**src/rtl/fsm_frame_ctrl_pkg.sv**
```systemverilog
// State encoding and width helper shared by the frame sequencer, its bus interface and the bench.
package fsm_ctrl_pkg;

  typedef enum logic [2:0] {
    ST_IDLE   = 3'd0,
    ST_CLR    = 3'd1,
    ST_SHIFT  = 3'd2,
    ST_FLUSH  = 3'd3,
    ST_REPORT = 3'd4
  } state_e;

  // Hit counter width: a frame of w bits can produce at most w hits.
  function automatic int cnt_w(input int w);
    return $clog2(w + 1);
  endfunction

endpackage

```
**src/rtl/fsm_frame_ctrl_if.sv**
```systemverilog
// Frame-in / hit-count-out valid/ready bundle; master offers frames and takes results,
// slave is the sequencer.
interface fsm_frame_ctrl_if #(
  parameter int W = 8
) ();
  localparam int CNT_W = fsm_ctrl_pkg::cnt_w(W);

  logic             in_valid;
  logic             in_ready;
  logic [W-1:0]     in_data;
  logic             res_valid;
  logic             res_ready;
  logic [CNT_W-1:0] res_hits;

  modport master (
    output in_valid, in_data, res_ready,
    input  in_ready, res_valid, res_hits
  );

  modport slave (
    input  in_valid, in_data, res_ready,
    output in_ready, res_valid, res_hits
  );
endinterface

```
**src/rtl/fsm_frame_ctrl_det_en_dly.sv**
```systemverilog
// Delays det_en by DET_LAT clocks so hit sampling lines up with the detector's output latency;
// DET_LAT=0 is a wire.
module det_en_dly #(
  parameter int DET_LAT = 1
) (
  input  logic clk,
  input  logic rstn,
  input  logic en_i,
  output logic en_d_o
);

  if (DET_LAT == 0) begin : g_pass
    logic unused_clk_rst;
    assign unused_clk_rst = clk ^ rstn;
    assign en_d_o = en_i;
  end else begin : g_dly
    logic [DET_LAT-1:0] pipe_q;

    always_ff @(posedge clk or negedge rstn) begin
      if (!rstn) begin
        pipe_q <= '0;
      end else begin
        pipe_q[0] <= en_i;
        for (int i = 1; i < DET_LAT; i++) begin
          pipe_q[i] <= pipe_q[i-1];
        end
      end
    end

    assign en_d_o = pipe_q[DET_LAT-1];
  end

endmodule

```
**src/rtl/fsm_frame_ctrl.sv**
```systemverilog
// Streams W-bit frames MSB-first into a serial detector and returns the per-frame hit count.
// Result valid 1+CLEAR_EACH+W+DET_LAT edges after accept; accepts only in IDLE, holds result until taken.
module fsm_frame_ctrl
  import fsm_ctrl_pkg::*;
#(
  parameter int W          = 8,
  parameter int DET_LAT    = 1,
  parameter int CLEAR_EACH = 1
) (
  input  logic            clk,
  input  logic            rstn,
  fsm_frame_ctrl_if.slave bus,
  output logic            det_x,
  output logic            det_en,
  output logic            det_clr,
  input  logic            det_out
);

  localparam int CNT_W = cnt_w(W);
  localparam int IDX_W = $clog2(W);
  localparam int LAT_W = 3;

  state_e           state_q;
  logic [W-1:0]     shreg_q;
  logic [IDX_W-1:0] bit_idx_q;
  logic [LAT_W-1:0] lat_q;
  logic [CNT_W-1:0] hits_q;
  logic [CNT_W-1:0] hits_d;
  logic             in_ready_q;
  logic             res_valid_q;
  logic             det_x_q;
  logic             det_en_q;
  logic             det_clr_q;
  logic             en_d;

  det_en_dly #(
    .DET_LAT (DET_LAT)
  ) u_det_en_dly (
    .clk    (clk),
    .rstn   (rstn),
    .en_i   (det_en_q),
    .en_d_o (en_d)
  );

  // en_d is high for exactly the W cycles whose det_out belongs to this frame.
  assign hits_d = (en_d && det_out) ? hits_q + CNT_W'(1) : hits_q;

  always_ff @(posedge clk or negedge rstn) begin
    if (!rstn) begin
      state_q     <= ST_IDLE;
      shreg_q     <= '0;
      bit_idx_q   <= '0;
      lat_q       <= '0;
      hits_q      <= '0;
      in_ready_q  <= 1'b1;
      res_valid_q <= 1'b0;
      det_x_q     <= 1'b0;
      det_en_q    <= 1'b0;
      det_clr_q   <= 1'b0;
    end else begin
      hits_q <= hits_d;
      unique case (state_q)
        ST_IDLE: begin
          if (bus.in_valid) begin
            in_ready_q <= 1'b0;
            hits_q     <= '0;
            bit_idx_q  <= '0;
            if (CLEAR_EACH != 0) begin
              state_q   <= ST_CLR;
              shreg_q   <= bus.in_data;
              det_clr_q <= 1'b1;
            end else begin
              // No clear cycle: first bit goes straight out, shreg keeps the rest.
              state_q  <= ST_SHIFT;
              shreg_q  <= {bus.in_data[W-2:0], 1'b0};
              det_x_q  <= bus.in_data[W-1];
              det_en_q <= 1'b1;
            end
          end
        end
        ST_CLR: begin
          state_q   <= ST_SHIFT;
          det_clr_q <= 1'b0;
          det_en_q  <= 1'b1;
          det_x_q   <= shreg_q[W-1];
          shreg_q   <= {shreg_q[W-2:0], 1'b0};
        end
        ST_SHIFT: begin
          if (bit_idx_q == IDX_W'(W - 1)) begin
            det_en_q <= 1'b0;
            det_x_q  <= 1'b0;
            if (DET_LAT != 0) begin
              state_q <= ST_FLUSH;
              lat_q   <= '0;
            end else begin
              state_q     <= ST_REPORT;
              res_valid_q <= 1'b1;
            end
          end else begin
            bit_idx_q <= bit_idx_q + IDX_W'(1);
            det_x_q   <= shreg_q[W-1];
            shreg_q   <= {shreg_q[W-2:0], 1'b0};
          end
        end
        ST_FLUSH: begin
          if (lat_q == LAT_W'(DET_LAT - 1)) begin
            state_q     <= ST_REPORT;
            res_valid_q <= 1'b1;
          end else begin
            lat_q <= lat_q + LAT_W'(1);
          end
        end
        ST_REPORT: begin
          if (bus.res_ready) begin
            state_q     <= ST_IDLE;
            res_valid_q <= 1'b0;
            in_ready_q  <= 1'b1;
          end
        end
        default: begin
          state_q <= ST_IDLE;
        end
      endcase
    end
  end

  assign det_x         = det_x_q;
  assign det_en        = det_en_q;
  assign det_clr       = det_clr_q;
  assign bus.in_ready  = in_ready_q;
  assign bus.res_valid = res_valid_q;
  assign bus.res_hits  = hits_q;

endmodule
```
**src/flat_wrapper.sv**
```systemverilog
// flat-port wrapper written by rule: the top's interface ports become plain ports
module fsm_frame_ctrl_flat import fsm_ctrl_pkg::*;
#(
  parameter int W          = 8,
  parameter int DET_LAT    = 1,
  parameter int CLEAR_EACH = 1
)
  (clk, rstn, det_x, det_en, det_clr, det_out, bus_in_valid, bus_in_data, bus_res_ready, bus_in_ready, bus_res_valid, bus_res_hits);
  fsm_frame_ctrl_if #(.W(W)) bus_i ();
  input  logic clk;
  input  logic rstn;
  output logic det_x;
  output logic det_en;
  output logic det_clr;
  input  logic det_out;
  input wire logic [$bits(bus_i.in_valid)-1:0] bus_in_valid;
  input wire logic [$bits(bus_i.in_data)-1:0] bus_in_data;
  input wire logic [$bits(bus_i.res_ready)-1:0] bus_res_ready;
  output wire logic [$bits(bus_i.in_ready)-1:0] bus_in_ready;
  output wire logic [$bits(bus_i.res_valid)-1:0] bus_res_valid;
  output wire logic [$bits(bus_i.res_hits)-1:0] bus_res_hits;
  assign bus_i.in_valid = bus_in_valid;
  assign bus_i.in_data = bus_in_data;
  assign bus_i.res_ready = bus_res_ready;
  assign bus_in_ready = bus_i.in_ready;
  assign bus_res_valid = bus_i.res_valid;
  assign bus_res_hits = bus_i.res_hits;
  fsm_frame_ctrl #(.W(W), .DET_LAT(DET_LAT), .CLEAR_EACH(CLEAR_EACH)) u_core (.clk(clk), .rstn(rstn), .bus(bus_i), .det_x(det_x), .det_en(det_en), .det_clr(det_clr), .det_out(det_out));
endmodule
```
**config.mk**
```make
export PLATFORM = sky130hd
export DESIGN_NAME = fsm_frame_ctrl_flat
export DESIGN_NICKNAME = d
export VERILOG_FILES = /design/src/rtl/fsm_frame_ctrl_pkg.sv /design/src/rtl/fsm_frame_ctrl_if.sv /design/src/rtl/fsm_frame_ctrl_det_en_dly.sv /design/src/rtl/fsm_frame_ctrl.sv /design/src/flat_wrapper.sv
export SDC_FILE = /design/constraint.sdc
export NUM_CORES = 1
export LEC_CHECK = 0
export ABC_AREA = 1
export CAP_MARGIN = 20
export CORE_ASPECT_RATIO = 1.25
export CORE_MARGIN = 1.5
export CORE_UTILIZATION = 45
export CTS_BUF_LIST = sky130_fd_sc_hd__clkbuf_8
export DETAILED_ROUTE_END_ITERATION = 8
export PLACE_DENSITY = 0.78
export SLEW_MARGIN = 10
export SYNTH_ARGS = -nofsm -noshare
export SYNTH_HDL_FRONTEND = slang
export SYNTH_HIERARCHICAL = 1
export SYNTH_SLANG_ARGS = --single-unit
export TNS_END_PERCENT = 100
```
**constraint.sdc**
```tcl
create_clock -name clk -period 1.4 [get_ports clk]
set_input_delay 0.28 -clock clk [delete_from_list [all_inputs] [get_ports clk]]
set_output_delay 0.28 -clock clk [all_outputs]
set_load 0.01 [all_outputs]
```
==> flow_metrics.tcl, run 1 <==
set metrics [dict create \
    wl_um 2910 \
    seqCellArea_um2 681 \
    crit_fanout 10 \
    hold_class "in -> async" \
    grt_start_max_net_pins 17 \
    max_slew_margin_pct 82.0 \
    final_net_count 219 \
    multi_input_area_um2 634 \
    hold_violations 0 \
    postSynthAreaPerCell_um2 8.19 \
    finalSetupViolCount 0 \
    synth_warnings 6 \
    die_h_um 64.1 \
    design.core.area_um2 2890 \
    cap_violations 0 \
    total_power_mw 3.56 \
    critPathMaxStageDelay_ns 0.47 \
    std_cell_rows 22 \
    status "complete, no violations" \
    vias_per_cell 4.99 \
    ys.flop_type "dfrtp_1" \
    cts_sinks 27 \
    num_antenna_cells 0 \
    grt_use_met1_pct 21.2 \
    crit_family "simple AND/OR/NAND/NOR gates" \
    placed_cell_area_um2 1650 \
    syn_area_um2 1340 \
    startpoint_type "flip-flop" \
    vias 1177 \
    synth_edf_count 0 \
    cp-end-kind "flip-flop" \
    power_density_nw_per_um2 2010 \
    num-fill-cells 263 \
    dp_hpwl_um 2110 \
    grt_pass1_wl_um 4690 \
    fmax_mhz 716 \
    cts.clk_slew.worst_paths_ns 0.09 \
    rsz0062_at_grt "yes" \
    final_common_cell "nand2_1" \
    synthesis.nets 182 \
    die-area_um2 3320 \
    grt_usage_pct 18.6 \
    cp_data_required_time_ns 1.56 \
    cts_tree "built" \
    pin_count 22 \
    clockBufferDepth 2 \
    setup_slack_ns 0.00381 \
    syn_inst 164 \
    die_x_um 51.9 \
    final_cell_mix "nand2_1, dfrtp_1, nand3_1" \
    clockRootBuffer "clkbuf_8" \
    grt_overflow 0 \
    synth-seq-cells 27 \
    clk_latency_ns 0.27 \
    fin_skew_ns 0.00192 \
    start_util_pct 46.5 \
    ys_async_sr_fraction_pct 100 \
    worstPathCellList "nor2_4 > nand3_1 > nand3_4 > inv_4 > nand2_1 > nand2_1" \
    pre_cts_ws_ns -0.109 \
    arrival_ns 1.56 \
    met3_usage_pct 2.10 \
    top_usage_layer "met2" \
    drtIter0Drc 35 \
    met2_usage_pct 33.9 \
    crit_top_cell "nand2_1" \
    tns_ns 0 \
    final_layout_size_suffix_gt1_share_pct 17.0 \
    drc 0 \
    first_pass_iters 4 \
    final_max_slew_viol_count 0 \
    hold_ws_ns 0.215 \
    min_period_over_period_pct 99.7 \
    ant_nets 0 \
    yosysSeqAreaShare_pct 50.4 \
    peakVddDrop_uv 1010 \
    ys_types 22 \
    antenna_found_initial 0 \
    post-route-min-period_ns 1.40 \
    cts_made_buffers 3 \
    leakagePower_nw 0.951 \
    path_buf_inv 1 \
    io_buffers 21 \
    fin_area_um2 1770 \
    cts_hold_buf 0 \
    h-tree-depth 1 \
    syn_to_final_growth_pct 31.9 \
    critPathSlowestCell "dfrtp_2" \
    worst_pin_slew_ns 0.267 \
    place_congestion 0.850 \
    grt_pass1_vias 1175 \
    wl_per_cell_um 12.3 \
    path_class "reg -> reg" \
]
-- flip-flops by register name (all words and copies together) (netlist names) --
register                    flops
u_core/bit_idx_q                3
u_core/bus.in_ready             1
u_core/bus.res_hits             4
u_core/bus.res_valid            1
u_core/det_clr                  1
u_core/det_en                   1
u_core/det_x                    1
u_core/lat_q                    3
u_core/shreg_q                  8
u_core/state_q                  3
u_core/u_det_en_dly/en_d_o      1
-- cell usage after synthesis, types with 2 or more instances --
cell type  instances  area (µm²)
nand2_1           65         244
dfrtp_1           26         651
nand3_1           20         100
inv_1             17        63.8
nor2_1             6        22.5
ha_1               5        62.6
nand3_2            3        30.0
o21ai_0            3        15.0
xor2_1             3        26.3
a21oi_1            2        10.0
nand2_2            2        12.5
o21ai_1            2        10.0
-- worst paths after layout --
kind	cells past startpoint	slack, ns	startpoint	to
min in group clk	2	0.47	u_core/bus.in_ready	u_core/bus.in_ready
max in group asynchronous	2	0.71	rstn	u_core/bit_idx_q[0]
hold / removal	1	0.22	rstn	u_core/state_q[2]
setup / recovery	6	0.004	u_core/state_q[2]	u_core/shreg_q[4]
hold reg to reg	2	0.47	u_core/bus.in_ready	u_core/bus.in_ready
setup reg to reg	6	0.004	u_core/state_q[2]	u_core/shreg_q[4]
-- what timing repair did --
item                                   CTS  global route
endpoints found under the hold margin    0             0
setup endpoints to repair               20            15
gates resized for setup                 13            12
setup buffers                            3             2
pin swaps                                2             9
-- routing by layer --
| layer | part of all wire (%) | wire (µm) | vias to the layer above |
|---|---|---|---|
| li1 | - | - | 590 |
| met1 | 42 | 1210 | 540 |
| met2 | 52 | 1520 | 43 |
| met3 | 4.9 | 142 | 4 |
| met4 | 1.0 | 29 | 0 |
| met5 | 0 | 0 | - |
-- worst register-to-register path: stages (launching register included) --
cell and delay (ns):
dfrtp_2 0.47, nor2_4 0.23, nand3_1 0.21, nand3_4 0.20, inv_4 0.07, nand2_1 0.06, nand2_1 0.06
-- cell families after synthesis --
kind of cell               count (synthesis)  synth area share [%]
and+or+nand+nor                          101                  34.0
DFF                                       27                  50.4
buffers and inverters                     20                  5.96
AOI/OAI and AO/OA                          8                  3.07
adders and majority gates                  5                  4.66
xor gates and xnor gates                   3                  1.96
-- cell type report --
cell class              count  share of cell area [%]
flip-flops and latches     27                    38.4
multi-input cells         117                    35.8
repair buffers             34                    16.7
inverters                  18                    3.95
well taps                  36                    2.54
clock buffers               3                    2.33
clock inverters             1                   0.282
-- metrics by stage --
step           cells  utilization [%]
3_3_place_gp     227             57.0
2_1_floorplan    164                -
6_report         236             61.3
5_1_grt          236             61.3
3_5_place_dp     227             57.0
4_1_cts          234             59.5
-- report_power, final --
part | internal, mW | switching (mW)
combinational | 0.720 | 1.06
clock | 0.199 | 0.231
sequential | 1.09 | 0.257
Power figures use the tool's default switching activity.
==> inputs of run 2 (changes only) <==
- CORE_ASPECT_RATIO: 1.25 -> 1.1
- PLACE_DENSITY: 0.78 -> 0.75
- clock period: 1.4 -> 1.6 ns (I/O delays scaled with it)
==> flow_metrics.tcl, run 2 (synthesized netlist as in run 1, its figures left out) <==
set metrics [dict create \
    status "complete, no violations" \
    first_pass_iters 6 \
    grt_usage_pct 16.4 \
    grt_overflow 0 \
    power_frac_clock_pct 13.2 \
    worstPathCellList "clkdlybuf4s50_1" \
    max_slew_margin_pct 74.7 \
    largest_reg_flops 8 \
    wl_um 2410 \
    vias 1095 \
    clockBufferDepth 2 \
    clockRootBuffer "clkbuf_8" \
    syn_to_final_growth_pct 22.4 \
    worst_pin_slew_ns 0.378 \
    drc 0 \
    cts_sinks 27 \
    die-area_um2 3320 \
    final_max_slew_viol_count 0 \
    p_sw_mw 1.22 \
    total_power_mw 2.91 \
    hold_violations 0 \
    leakagePower_nw 0.881 \
    cap_violations 0 \
    die_x_um 55.1 \
    num_antenna_cells 0 \
    post-route-min-period_ns 1.54 \
    start_util_pct 47.9 \
    peakVddDrop_uv 961 \
    pin_count 22 \
    intPower_mw 1.68 \
    io_buffers 21 \
    cts_tree "built" \
    critPathSlowestCell "clkdlybuf4s50_1" \
    final_common_cell "nand2_1" \
    pre_cts_ws_ns 0.0458 \
    startpoint_type "flip-flop" \
    antenna_found_initial 0 \
    arrival_ns 1.22 \
    h-tree-depth 1 \
    grt_pass1_vias 980 \
    final_cell_mix "nand2_1, dfrtp_1, clkdlybuf4s50_1, nand3_1, inv_1" \
    ant_nets 0 \
    clk_latency_ns 0.26 \
    design.core.area_um2 2800 \
    final_layout_size_suffix_gt1_share_pct 7.94 \
    die_h_um 60.3 \
    path_buf_inv 1 \
    final_net_count 208 \
    critPathMaxStageDelay_ns 0.55 \
    cts.clk_slew.worst_paths_ns 0.09 \
    min_period_over_period_pct 96.4 \
    placed_cell_area_um2 1590 \
    vias_per_cell 4.93 \
    fin_area_um2 1650 \
    std_cell_rows 20 \
    num-fill-cells 257 \
    cts_made_buffers 3 \
    p_seq_share_pct 39.5 \
    grt_start_max_net_pins 28 \
    setup_slack_ns 0.0575 \
    fin_skew_ns 0.00123 \
    crit_family "buffers and inverters" \
    cp-end-kind "primary output" \
    dp.cells 217 \
    drtIter0Drc 20 \
    finalSetupViolCount 0 \
    power_density_nw_per_um2 1770 \
    wl_per_cell_um 10.9 \
    regMostFlops "u_core/shreg_q" \
    crit_fanout 4 \
    p_sw_share_pct 42.0 \
    p_comb_share_pct 47.3 \
    instances_no_fill 222 \
    fmax_mhz 648 \
    path_class "reg -> out" \
    place_congestion 0.817 \
    cp_data_required_time_ns 1.28 \
    hold_class "in -> async" \
    dp_hpwl_um 1780 \
    grt_pass1_wl_um 4050 \
]
==> run 2: changes by cell type in the layout (fill, tap and decap cells not counted), moves of 2 or more <==
cell | before | now
buf_4 | 13 | 2
clkdlybuf4s50_1 | 12 | 20
dfrtp_1 | 23 | 26
dfrtp_2 | 3 | 0
dlygate4sd2_1 | 9 | 1
ha_1 | 3 | 5
nand2_2 | 0 | 2
nand2_4 | 2 | 0
nand3_4 | 3 | 1
o21ai_0 | 1 | 3
o21ai_1 | 4 | 2
==> run 2: cell type report <==
cell class | instances | area [µm²] | share of cell area (%)
clock buffers | 3 | 41.3 | 2.51
repair buffers | 23 | 224 | 13.6
multi-input cells | 117 | 587 | 35.7
clock inverters | 1 | 7.51 | 0.456
inverters | 18 | 67.6 | 4.11
flip-flops and latches | 27 | 677 | 41.1
well taps | 33 | 41.3 | 2.51
==> run 2: power by group through the flow <==
| stage | logic [mW] | clock network, mW | registers [mW] |
|---|---|---|---|
| 4_1_cts | 1.38 | 0.395 | 1.15 |
| 3_5_place_dp | 1.38 | 0 | 1.16 |
| 3_3_place_gp | 1.32 | 0 | 1.14 |
| 6_report | 1.37 | 0.384 | 1.15 |
| 5_1_grt | 1.58 | 0.423 | 1.19 |
| 2_1_floorplan | 0.974 | 0 | 1.14 |
==> run 2: what timing repair did <==
action                                  in CTS  in global routing
gates resized for setup                      1                  0
setup buffers                                0                  1
cloned                                       0                  0
hold buffers                                 0                  0
endpoints found under the setup margin       1                  1
==> run 2: routing by layer <==
layer	GRT usage, %	share of wire [%]
met1	21.1	47
met2	28.7	49
met4	3.14	0.42
met5	0	0
met3	3.00	3.1
==> run 2: final timing paths <==
check                                       start                         end  slack (ns)  depth (start not counted)
setup / recovery           u_core/bus.res_hits[1]             bus_res_hits[1]        0.06                          1
hold / removal                               rstn           u_core/state_q[2]        0.41                          2
setup reg to reg              u_core/bit_idx_q[0]           u_core/state_q[1]        0.11                          5
hold reg to reg                     u_core/det_en  u_core/u_det_en_dly/en_d_o        0.42                          0
max in group asynchronous                    rstn         u_core/bus.in_ready        0.89                          2
min in group clk                    u_core/det_en  u_core/u_det_en_dly/en_d_o        0.42                          0
==> run 2: stage by stage <==
step	TNS [ns]	hold WS, ns	utilization (%)
2_1_floorplan	0	0.0244	-
3_3_place_gp	0	0.390	56.7
3_5_place_dp	0	0.401	56.7
4_1_cts	0	0.421	58.4
5_1_grt	-0.00434	0.441	58.7
6_report	0	0.412	58.7
==> inputs of run 3 (changes only) <==
- CORE_MARGIN: 1.5 -> 5
- CTS_CLUSTER_SIZE: not set -> 25
==> flow_metrics.tcl, run 3 (synthesized netlist as in run 1, its figures left out) <==
set metrics [dict create \
    status "complete, no violations" \
    ant_nets 0 \
    grt_usage_pct 13.4 \
    placed_cell_area_um2 1590 \
    critPathMaxStageDelay_ns 0.55 \
    tns_ns 0 \
    die_h_um 67.3 \
    die-area_um2 4180 \
    worstPathCellList "clkdlybuf4s50_1" \
    instances_no_fill 222 \
    dp_hpwl_um 1960 \
    intPower_mw 1.69 \
    cts_hold_buf 0 \
    num_antenna_cells 0 \
    place_congestion 0.818 \
    start_util_pct 47.5 \
    p_sw_share_pct 42.7 \
    leakagePower_nw 0.882 \
    finalSetupViolCount 0 \
    clockRootBuffer "clkbuf_8" \
    cap_violations 0 \
    post-route-min-period_ns 1.54 \
    die_x_um 62.1 \
    final_max_slew_viol_count 0 \
    grt_start_max_net_pins 28 \
    drc 0 \
    grt_pass1_vias 1084 \
    io_buffers 21 \
    cp-end-kind "primary output" \
    max_slew_margin_pct 76.5 \
    first_pass_iters 5 \
    grt_overflow 0 \
    final_cell_mix "nand2_1, dfrtp_1, clkdlybuf4s50_1, nand3_1, inv_1" \
    final_net_count 208 \
    drtIter0Drc 37 \
    final_layout_size_suffix_gt1_share_pct 7.94 \
    min_period_over_period_pct 96.1 \
    arrival_ns 1.22 \
    dp.cells 217 \
    syn_to_final_growth_pct 22.6 \
    power_frac_clock_pct 13.3 \
    wl_per_cell_um 11.6 \
    fin_area_um2 1650 \
    p_comb_share_pct 47.7 \
    pin_count 22 \
    crit_fanout 4 \
    clockBufferDepth 2 \
    vias 1124 \
    total_power_mw 2.95 \
    final_common_cell "nand2_1" \
    cts.clk_slew.worst_paths_ns 0.09 \
    cts_sinks 27 \
    grt_pass1_wl_um 4620 \
    regMostFlops "u_core/shreg_q" \
    largest_reg_flops 8 \
    worst_pin_slew_ns 0.351 \
    startpoint_type "flip-flop" \
    power_density_nw_per_um2 1790 \
    hold_class "in -> async" \
    num-fill-cells 259 \
    path_buf_inv 1 \
    path_class "reg -> out" \
    h-tree-depth 1 \
    p_sw_mw 1.26 \
    antenna_found_initial 0 \
    crit_family "buffers and inverters" \
    p_seq_share_pct 38.9 \
    cp_data_required_time_ns 1.28 \
    vias_per_cell 5.06 \
    clk_latency_ns 0.27 \
    cts_made_buffers 3 \
    std_cell_rows 20 \
    fin_skew_ns 0.00161 \
    design.core.area_um2 2830 \
    hold_violations 0 \
    fmax_mhz 651 \
    rsz0062_at_grt "no" \
    critPathSlowestCell "clkdlybuf4s50_1" \
    wl_um 2570 \
    cts_tree "built" \
    peakVddDrop_uv 1020 \
    utilization_pct 58.3 \
]
## run 3: cell counts in the layout (fill, tap and decap cells not counted)
No cell type changed its count.
## run 3: routing by layer
| metal | share of wire [%] | global-route usage [%] | wire length (µm) |
|---|---|---|---|
| met1 | 46 | 16.0 | 1180 |
| met2 | 49 | 24.1 | 1260 |
| met3 | 5.1 | 3.00 | 131 |
| met4 | 0 | 4.07 | 0 |
| met5 | 0 | 0 | 0 |
## run 3: worst paths after layout
path | from | end | cells after the start | slack, ns
max | u_core/bus.res_hits[1] | bus_res_hits[1] | 1 | 0.06
min | rstn | u_core/state_q[2] | 2 | 0.41
max reg2reg | u_core/bit_idx_q[0] | u_core/bit_idx_q[1] | 6 | 0.11
min reg2reg | u_core/det_en | u_core/u_det_en_dly/en_d_o | 0 | 0.43
max in group asynchronous | rstn | u_core/bus.in_ready | 2 | 0.90
min in group clk | u_core/det_en | u_core/u_det_en_dly/en_d_o | 0 | 0.43
## run 3: timing repair
| item | in CTS | in global routing |
|---|---|---|
| endpoints found under the hold margin | 0 | 0 |
| setup buffers | 0 | 1 |
| gates resized for setup | 1 | 1 |
| setup endpoints to repair | 1 | 4 |
| cloned | 0 | 0 |
## run 3: cell type report
class                           count  area, µm²  share of cell area [%]
Sequential cell                    27        677                    41.1
Multi-Input combinational cell    117        587                    35.6
Timing Repair Buffer               23        224                    13.6
Inverter                           18       70.1                    4.25
Clock buffer                        3       41.3                    2.51
Tap cell                           33       41.3                    2.51
Clock inverter                      1       7.51                   0.456
## run 3: through the flow
stage          setup slack (ns)  hold slack, ns
2_1_floorplan             0.316          0.0244
4_1_cts                  0.0485           0.424
3_3_place_gp              0.119           0.398
6_report                 0.0631           0.412
5_1_grt                 0.00364           0.443
3_5_place_dp             0.0637           0.400
## run 3: power groups by stage
stage	clock (mW)	combinational [mW]	sequential, mW
2_1_floorplan	0	0.974	1.14
3_3_place_gp	0	1.33	1.14
3_5_place_dp	0	1.38	1.16
4_1_cts	0.408	1.38	1.15
5_1_grt	0.431	1.62	1.18
6_report	0.393	1.41	1.15
